--- config.mk ---
export PLATFORM = sky130hd
export DESIGN_NAME = spi_reg_peripheral
export DESIGN_NICKNAME = d
export VERILOG_FILES = /design/src/rtl/spi_reg_peripheral_pkg.sv /design/src/rtl/spi_reg_peripheral_sync_edge.sv /design/src/rtl/spi_reg_peripheral.sv
export SDC_FILE = /design/constraint.sdc
export NUM_CORES = 1
export LEC_CHECK = 0
export BUFFER_PORTS_ARGS = -buffer_cell sky130_fd_sc_hd__buf_2
export CAP_MARGIN = 10
export CORE_ASPECT_RATIO = 2
export CORE_UTILIZATION = 57
export CTS_CLUSTER_DIAMETER = 30
export DETAILED_ROUTE_END_ITERATION = 16
export GPL_ROUTABILITY_DRIVEN = 0
export PLACE_DENSITY = 0.83
export REMOVE_ABC_BUFFERS = 1
export SKIP_LAST_GASP = 1
export SLEW_MARGIN = 20
export SYNTH_ARGS = -nofsm -noshare
export SYNTH_HDL_FRONTEND = slang
export SYNTH_SLANG_ARGS = --single-unit
--- constraint.sdc ---
create_clock -name clk -period 2.93 [get_ports clk]
set_input_delay 0.1465 -clock clk [delete_from_list [all_inputs] [get_ports clk]]
set_output_delay 0.1465 -clock clk [all_outputs]
set_load 0.05 [all_outputs]
--- src/rtl/spi_reg_peripheral_pkg.sv ---
// Shared types and constants for the SPI register peripheral.
package spi_reg_peripheral_pkg;

  localparam int ADDR_W = 7;
  localparam logic RW_WRITE = 1'b1;

  typedef enum logic [1:0] {
    ST_IDLE = 2'd0,
    ST_CMD  = 2'd1,
    ST_DATA = 2'd2
  } state_e;

endpackage

--- src/rtl/spi_reg_peripheral_sync_edge.sv ---
// Multi-stage synchroniser for an asynchronous pin, with one-cycle
// rise/fall pulses derived from the synchronised level.
module spi_reg_peripheral_sync_edge #(
  parameter int   STAGES    = 2,
  parameter logic RESET_VAL = 1'b0
) (
  input  logic clk,
  input  logic rst,
  input  logic d_i,
  output logic sync_o,
  output logic rise_o,
  output logic fall_o
);

  logic [STAGES-1:0] sync_q, sync_d;
  logic              prev_q, prev_d;

  always_comb begin
    sync_d = (sync_q << 1) | STAGES'(d_i);
    prev_d = sync_q[STAGES-1];
  end

  always_ff @(posedge clk) begin
    if (rst) begin
      sync_q <= {STAGES{RESET_VAL}};
      prev_q <= RESET_VAL;
    end else begin
      sync_q <= sync_d;
      prev_q <= prev_d;
    end
  end

  assign sync_o = sync_q[STAGES-1];
  assign rise_o = sync_o & ~prev_q;
  assign fall_o = ~sync_o & prev_q;

endmodule

--- src/rtl/spi_reg_peripheral.sv ---
// SPI mode-0 peripheral: {rw,addr} command byte followed by auto-incrementing
// data bytes that write or read a small register bank.
module spi_reg_peripheral
  import spi_reg_peripheral_pkg::*;
#(
  parameter int NUM_REGS    = 8,
  parameter int WIDTH       = 8,
  parameter int SYNC_STAGES = 2
) (
  input  logic                      clk,
  input  logic                      rst,
  input  logic                      spi_cs_n,
  input  logic                      spi_sclk,
  input  logic                      spi_mosi,
  output logic                      spi_miso,
  output logic                      spi_miso_oe,
  output logic [NUM_REGS*WIDTH-1:0] regs_o,
  output logic                      wr_strobe,
  output logic [ADDR_W-1:0]         wr_addr
);

  localparam int BIT_W = $clog2(WIDTH);

  logic cs_sync, cs_fall, cs_rise_unused;
  logic sclk_rise, sclk_fall, sclk_sync_unused;
  logic mosi_sync, mosi_rise_unused, mosi_fall_unused;

  // CS synchroniser resets to "selected" so a frame already in progress when
  // reset releases produces no falling edge; only a fresh CS high->low starts one.
  spi_reg_peripheral_sync_edge #(.STAGES(SYNC_STAGES), .RESET_VAL(1'b0)) u_cs_sync (
    .clk(clk), .rst(rst), .d_i(spi_cs_n),
    .sync_o(cs_sync), .rise_o(cs_rise_unused), .fall_o(cs_fall)
  );

  spi_reg_peripheral_sync_edge #(.STAGES(SYNC_STAGES), .RESET_VAL(1'b0)) u_sclk_sync (
    .clk(clk), .rst(rst), .d_i(spi_sclk),
    .sync_o(sclk_sync_unused), .rise_o(sclk_rise), .fall_o(sclk_fall)
  );

  spi_reg_peripheral_sync_edge #(.STAGES(SYNC_STAGES), .RESET_VAL(1'b0)) u_mosi_sync (
    .clk(clk), .rst(rst), .d_i(spi_mosi),
    .sync_o(mosi_sync), .rise_o(mosi_rise_unused), .fall_o(mosi_fall_unused)
  );

  state_e            state_q, state_d;
  logic [BIT_W-1:0]  bit_cnt_q, bit_cnt_d;
  logic [WIDTH-2:0]  shift_in_q, shift_in_d;
  logic [WIDTH-1:0]  shift_out_q, shift_out_d;
  logic [ADDR_W-1:0] addr_q, addr_d;
  logic              rw_q, rw_d;
  logic              load_pend_q, load_pend_d;
  logic              miso_q, miso_d;
  logic              armed_q, armed_d;
  logic              wr_strobe_q, wr_strobe_d;
  logic [ADDR_W-1:0] wr_addr_q, wr_addr_d;
  logic [WIDTH-1:0]  regs_q [NUM_REGS];
  logic [WIDTH-1:0]  regs_d [NUM_REGS];

  logic [WIDTH-1:0]  rx_byte;
  logic [WIDTH-1:0]  rd_byte;
  logic              last_bit;

  always_comb begin
    state_d     = state_q;
    bit_cnt_d   = bit_cnt_q;
    shift_in_d  = shift_in_q;
    shift_out_d = shift_out_q;
    addr_d      = addr_q;
    rw_d        = rw_q;
    load_pend_d = load_pend_q;
    miso_d      = miso_q;
    regs_d      = regs_q;
    wr_strobe_d = 1'b0;
    wr_addr_d   = wr_addr_q;
    armed_d     = armed_q | cs_sync;
    rx_byte     = {shift_in_q, mosi_sync};
    last_bit    = (bit_cnt_q == BIT_W'(WIDTH-1));
    rd_byte     = '0;
    for (int i = 0; i < NUM_REGS; i++) begin
      if (addr_q == ADDR_W'(i)) rd_byte = regs_q[i];
    end

    if (cs_sync) begin
      state_d     = ST_IDLE;
      bit_cnt_d   = '0;
      load_pend_d = 1'b0;
      miso_d      = 1'b0;
    end else begin
      case (state_q)
        ST_IDLE: begin
          if (cs_fall) begin
            state_d    = ST_CMD;
            bit_cnt_d  = '0;
            shift_in_d = '0;
          end
        end
        ST_CMD: begin
          if (sclk_rise) begin
            bit_cnt_d  = bit_cnt_q + 1'b1;
            shift_in_d = rx_byte[WIDTH-2:0];
            if (last_bit) begin
              state_d     = ST_DATA;
              rw_d        = rx_byte[WIDTH-1];
              addr_d      = rx_byte[ADDR_W-1:0];
              load_pend_d = (rx_byte[WIDTH-1] != RW_WRITE);
            end
          end
        end
        ST_DATA: begin
          if (sclk_rise) begin
            bit_cnt_d  = bit_cnt_q + 1'b1;
            shift_in_d = rx_byte[WIDTH-2:0];
            if (last_bit) begin
              addr_d = addr_q + 1'b1;
              if (rw_q == RW_WRITE) begin
                for (int i = 0; i < NUM_REGS; i++) begin
                  if (addr_q == ADDR_W'(i)) begin
                    regs_d[i]   = rx_byte;
                    wr_strobe_d = 1'b1;
                    wr_addr_d   = addr_q;
                  end
                end
              end else begin
                load_pend_d = 1'b1;
              end
            end
          end else if (sclk_fall && rw_q != RW_WRITE) begin
            // First falling edge of each read byte loads the shifter and
            // presents its MSB; later ones walk down the remaining bits.
            if (load_pend_q) begin
              shift_out_d = rd_byte;
              miso_d      = rd_byte[WIDTH-1];
              load_pend_d = 1'b0;
            end else begin
              miso_d      = shift_out_q[WIDTH-2];
              shift_out_d = shift_out_q << 1;
            end
          end
        end
        default: state_d = ST_IDLE;
      endcase
    end
  end

  always_ff @(posedge clk) begin
    if (rst) begin
      state_q     <= ST_IDLE;
      bit_cnt_q   <= '0;
      shift_in_q  <= '0;
      shift_out_q <= '0;
      addr_q      <= '0;
      rw_q        <= 1'b0;
      load_pend_q <= 1'b0;
      miso_q      <= 1'b0;
      armed_q     <= 1'b0;
      wr_strobe_q <= 1'b0;
      wr_addr_q   <= '0;
      for (int i = 0; i < NUM_REGS; i++) regs_q[i] <= '0;
    end else begin
      state_q     <= state_d;
      bit_cnt_q   <= bit_cnt_d;
      shift_in_q  <= shift_in_d;
      shift_out_q <= shift_out_d;
      addr_q      <= addr_d;
      rw_q        <= rw_d;
      load_pend_q <= load_pend_d;
      miso_q      <= miso_d;
      armed_q     <= armed_d;
      wr_strobe_q <= wr_strobe_d;
      wr_addr_q   <= wr_addr_d;
      regs_q      <= regs_d;
    end
  end

  for (genvar g = 0; g < NUM_REGS; g++) begin : g_regs
    assign regs_o[g*WIDTH +: WIDTH] = regs_q[g];
  end

  assign spi_miso    = miso_q;
  assign spi_miso_oe = armed_q & ~cs_sync;
  assign wr_strobe   = wr_strobe_q;
  assign wr_addr     = wr_addr_q;

endmodule

==> impl_results.md <==
* WL/cell at 19.1 um
* CP endpoint kind: register
* Met3 usage at 0.0519
* CTS tree: yes
* Leading area contributor after synthesis: dfxtp_1
* Top cell type's share of synthesized area at 0.422
* Relative slew slack at 0.461
* Final Cycle Share at 0.898
* Initial antenna violation count at 0
* IR drop worst, VDD at 0.428 mV
* Worst slew pin tran at 0.808 ns
* Vias in the first global route at 4579
* Synth area leaders: dfxtp_1 42%, mux2i_1 10%, nor2_1 5.5%, a21oi_1 4.9%, nand2_1 3.8%
* Setup TNS at 0 ns
* Critical-path top delay cell: nor2b_1
* Final setup viols at 0
* Synth cell types at 64
* Slowest cell delay on critical path at 0.72 ns
* Number of vias per cell at 6.21
* Design area at 5890 um^2
* Root Buffer: clkbuf_16
* Final Util at 0.658
* Status: finished clean
* Die area at 9550 um^2
* Multi-input logic area at 2720 um^2
* PwrDens at 483 nW/um^2
* Reg2reg start: state_q[0]$_SDFFE_PP0P_
* Initial Utilization at 0.582
* Clock sink count at 110
* Cell Area, Synth at 5210 um^2
* CP Launch Type: register
* # diodes at 0
* Clock tree buffer depth at 2
* Worst Setup EP: shift_in_q[2]$_SDFFE_PP0P_
* Fin crit period at 2.63 ns
* Latest clock arrival within the worst-skew pair at 0.36 ns
* Post-Place Setup Slack at 0.379 ns
* Overall routed net length at 14600 um
* Register area share after synthesis at 0.422
* Largest net degree at the start of global routing at 33
* Predominant post-synthesis flop cell: dfxtp_1
* Final hold violation count at 0
* FF-to-FF End: shift_in_q[2]$_SDFFE_PP0P_
* Ys async rst share at 0
* Detail Route Antenna Nets at 0
* Min Hold Slack at 0.00349 ns
* Post-Place Cells at 750
* Worst min path class: in2reg
* DP HPWL at 10400 um
* Layout area overhead at 13.1%
* Fmax at 0.380 GHz
* CP Class: reg2reg
* Design Power at 2.84 mW
* Residual DRC at 0
* Synth warn at 0
* Core box area at 8950 um^2
* Global-route usage over all layers at 0.305
* Setup ws final at 0.300 ns
* Final cell count without fillers at 767
* Grt peak-use layer: met2
* Worst reg2reg path depth at 7
* RSZ-0062 raised after global routing: no
* MaxCap Viol Count at 0
* Fin nets at 674
* I/O Buffers at 78
* Share of cells above drive strength 1 at 0.198
* Syn Area/Cell at 8.63 um^2
* Worst EP arrival at 2.93 ns
* CP max FO at 14
* First-pass GRT wire length at 22800 um
* Worst path cell trace: inv_1 > ha_1 > nand2b_1 > a22oi_1 > nor2b_1 > nand3_1 > a21oi_1
* R2R setup slack at 0.30 ns
* GR Layer Usage met1 at 0.318
* Number of synthesized register bits at 110
* Final Slew Violations at 0
* Num CTS Buffers at 9
* DRT Pass-1 Iters at 12
* GRT met2 Usage at 0.553
* Critical Path RT at 3.22 ns
* Cell Rows at 49
* Gr ovfl total at 0
* Die Height at 137 um
* P_leak at 2.50 nW
* H-tree levels at 3
* Vias at 4765
* Die width at 69.6 um
* Synth Instances at 604
* Top-Level Pins at 79
* Count leader, synth: dfxtp_1
* Placement Cell Area at 5580 um^2
* Layout fillers at 741
* Commonest cells in the netlist: 110 x dfxtp_1, 77 x nor2_1, 53 x mux2i_1, 53 x nand2_1, 51 x a21oi_1
* CTS clk-pin slew, worst paths at 0.08 ns
* Number of synthesized flops with an enable pin at 0
* Register area at 2200 um^2
* Crit path from: state_q[0]$_SDFFE_PP0P_
* Clock skew at 0.0110 ns
* Initial drt markers at 407
-- cell families after synthesis --
kind of cell,synth area share
flops,0.422
simple gates,0.225
buf+inv,0.0567
fa+ha+maj,0.0216
compound gates,0.167
xor+xnor,0.00336
mux,0.104
-- worst min-delay path by stage --
| stage | startpoint | endpoint | slack, ns | cells past startpoint |
|---|---|---|---|---|
| floorplan | rst | addr_q[4]$_SDFFE_PP0P_ | 0.22 | 1 |
| global route | spi_cs_n | u_cs_sync.sync_q[0]$_SDFF_PP0_ | 0.03 | 2 |
| detailed placement | spi_sclk | u_sclk_sync.sync_q[0]$_SDFF_PP0_ | 0.37 | 2 |
| finish | spi_mosi | u_mosi_sync.sync_q[0]$_SDFF_PP0_ | 0.003 | 2 |
| global placement | spi_cs_n | u_cs_sync.sync_q[0]$_SDFF_PP0_ | 0.36 | 2 |
| CTS | spi_mosi | u_mosi_sync.sync_q[0]$_SDFF_PP0_ | 0.008 | 2 |
-- worst max-delay path: cells and delay by family, from the launching register on --
kind | cells | cell delay, ns
and+or+nand+nor | 3 | 1.12
AOI/OAI and AO/OA | 2 | 0.57
adders and majority gates | 1 | 0.45
DFF | 1 | 0.36
buffers and inverters | 1 | 0.07
-- layout make-up --
cell class,instances,area share
multi-input cells,435,0.461
flip-flops and latches,110,0.374
repair buffers,93,0.0858
clock buffers,10,0.0406
well taps,102,0.0217
clock inverters,6,0.0106
inverters,11,0.00701
-- layer usage --
| metal | wire length, um | share of wire |
|---|---|---|
| met5 | 0 | 0 |
| met4 | 823 | 0.056 |
| met3 | 974 | 0.067 |
| met2 | 7630 | 0.52 |
| met1 | 5200 | 0.36 |
-- placed cells by master (no fill, tap or decap), drive strengths merged, types with 3 or more instances in the layout --
master  synthesis  layout
a31oi          10      10
nand3b          8       8
clkbuf         39      10
inv            11      15
mux2i          53      53
or2             4       4
a211oi         13      13
o22ai           5       5
nand2          53      53
o21ai          36      36
dfxtp         110     110
a32oi           3       3
nand3          19      19
a22oi           3       3
nor2           79      79
a21oi          51      51
and2            8       8
and3b           3       3
and3            4       4
ha              9       9
nor2b          16      16
nand2b         19      19
o221a           3       3
buf             8      92
-- registers in the layout (all words and copies together) (netlist names), 2 cells and up --
signal,count
shift_in_q,7
u_mosi_sync.sync_q,2
addr_q,7
bit_cnt_q,3
u_cs_sync.sync_q,2
shift_out_q,7
u_sclk_sync.sync_q,2
state_q,2
regs_o,64
wr_addr,7
-- what timing repair did --
action | CTS | global route
gates resized for setup | 0 | 0
hold buffers | 1 | 0
hold endpoints to repair | 1 | 0
setup buffers | 0 | 0
-- where the power goes --
group	internal, mW	leakage, nW	total, mW	switching, mW
clock network	0.625	0.149	1.23	0.603
logic	0.0360	1.46	0.106	0.0699
registers	1.50	0.887	1.51	0.00874
total	2.16	2.50	2.84	0.681
(Power assumes the default switching activity.)
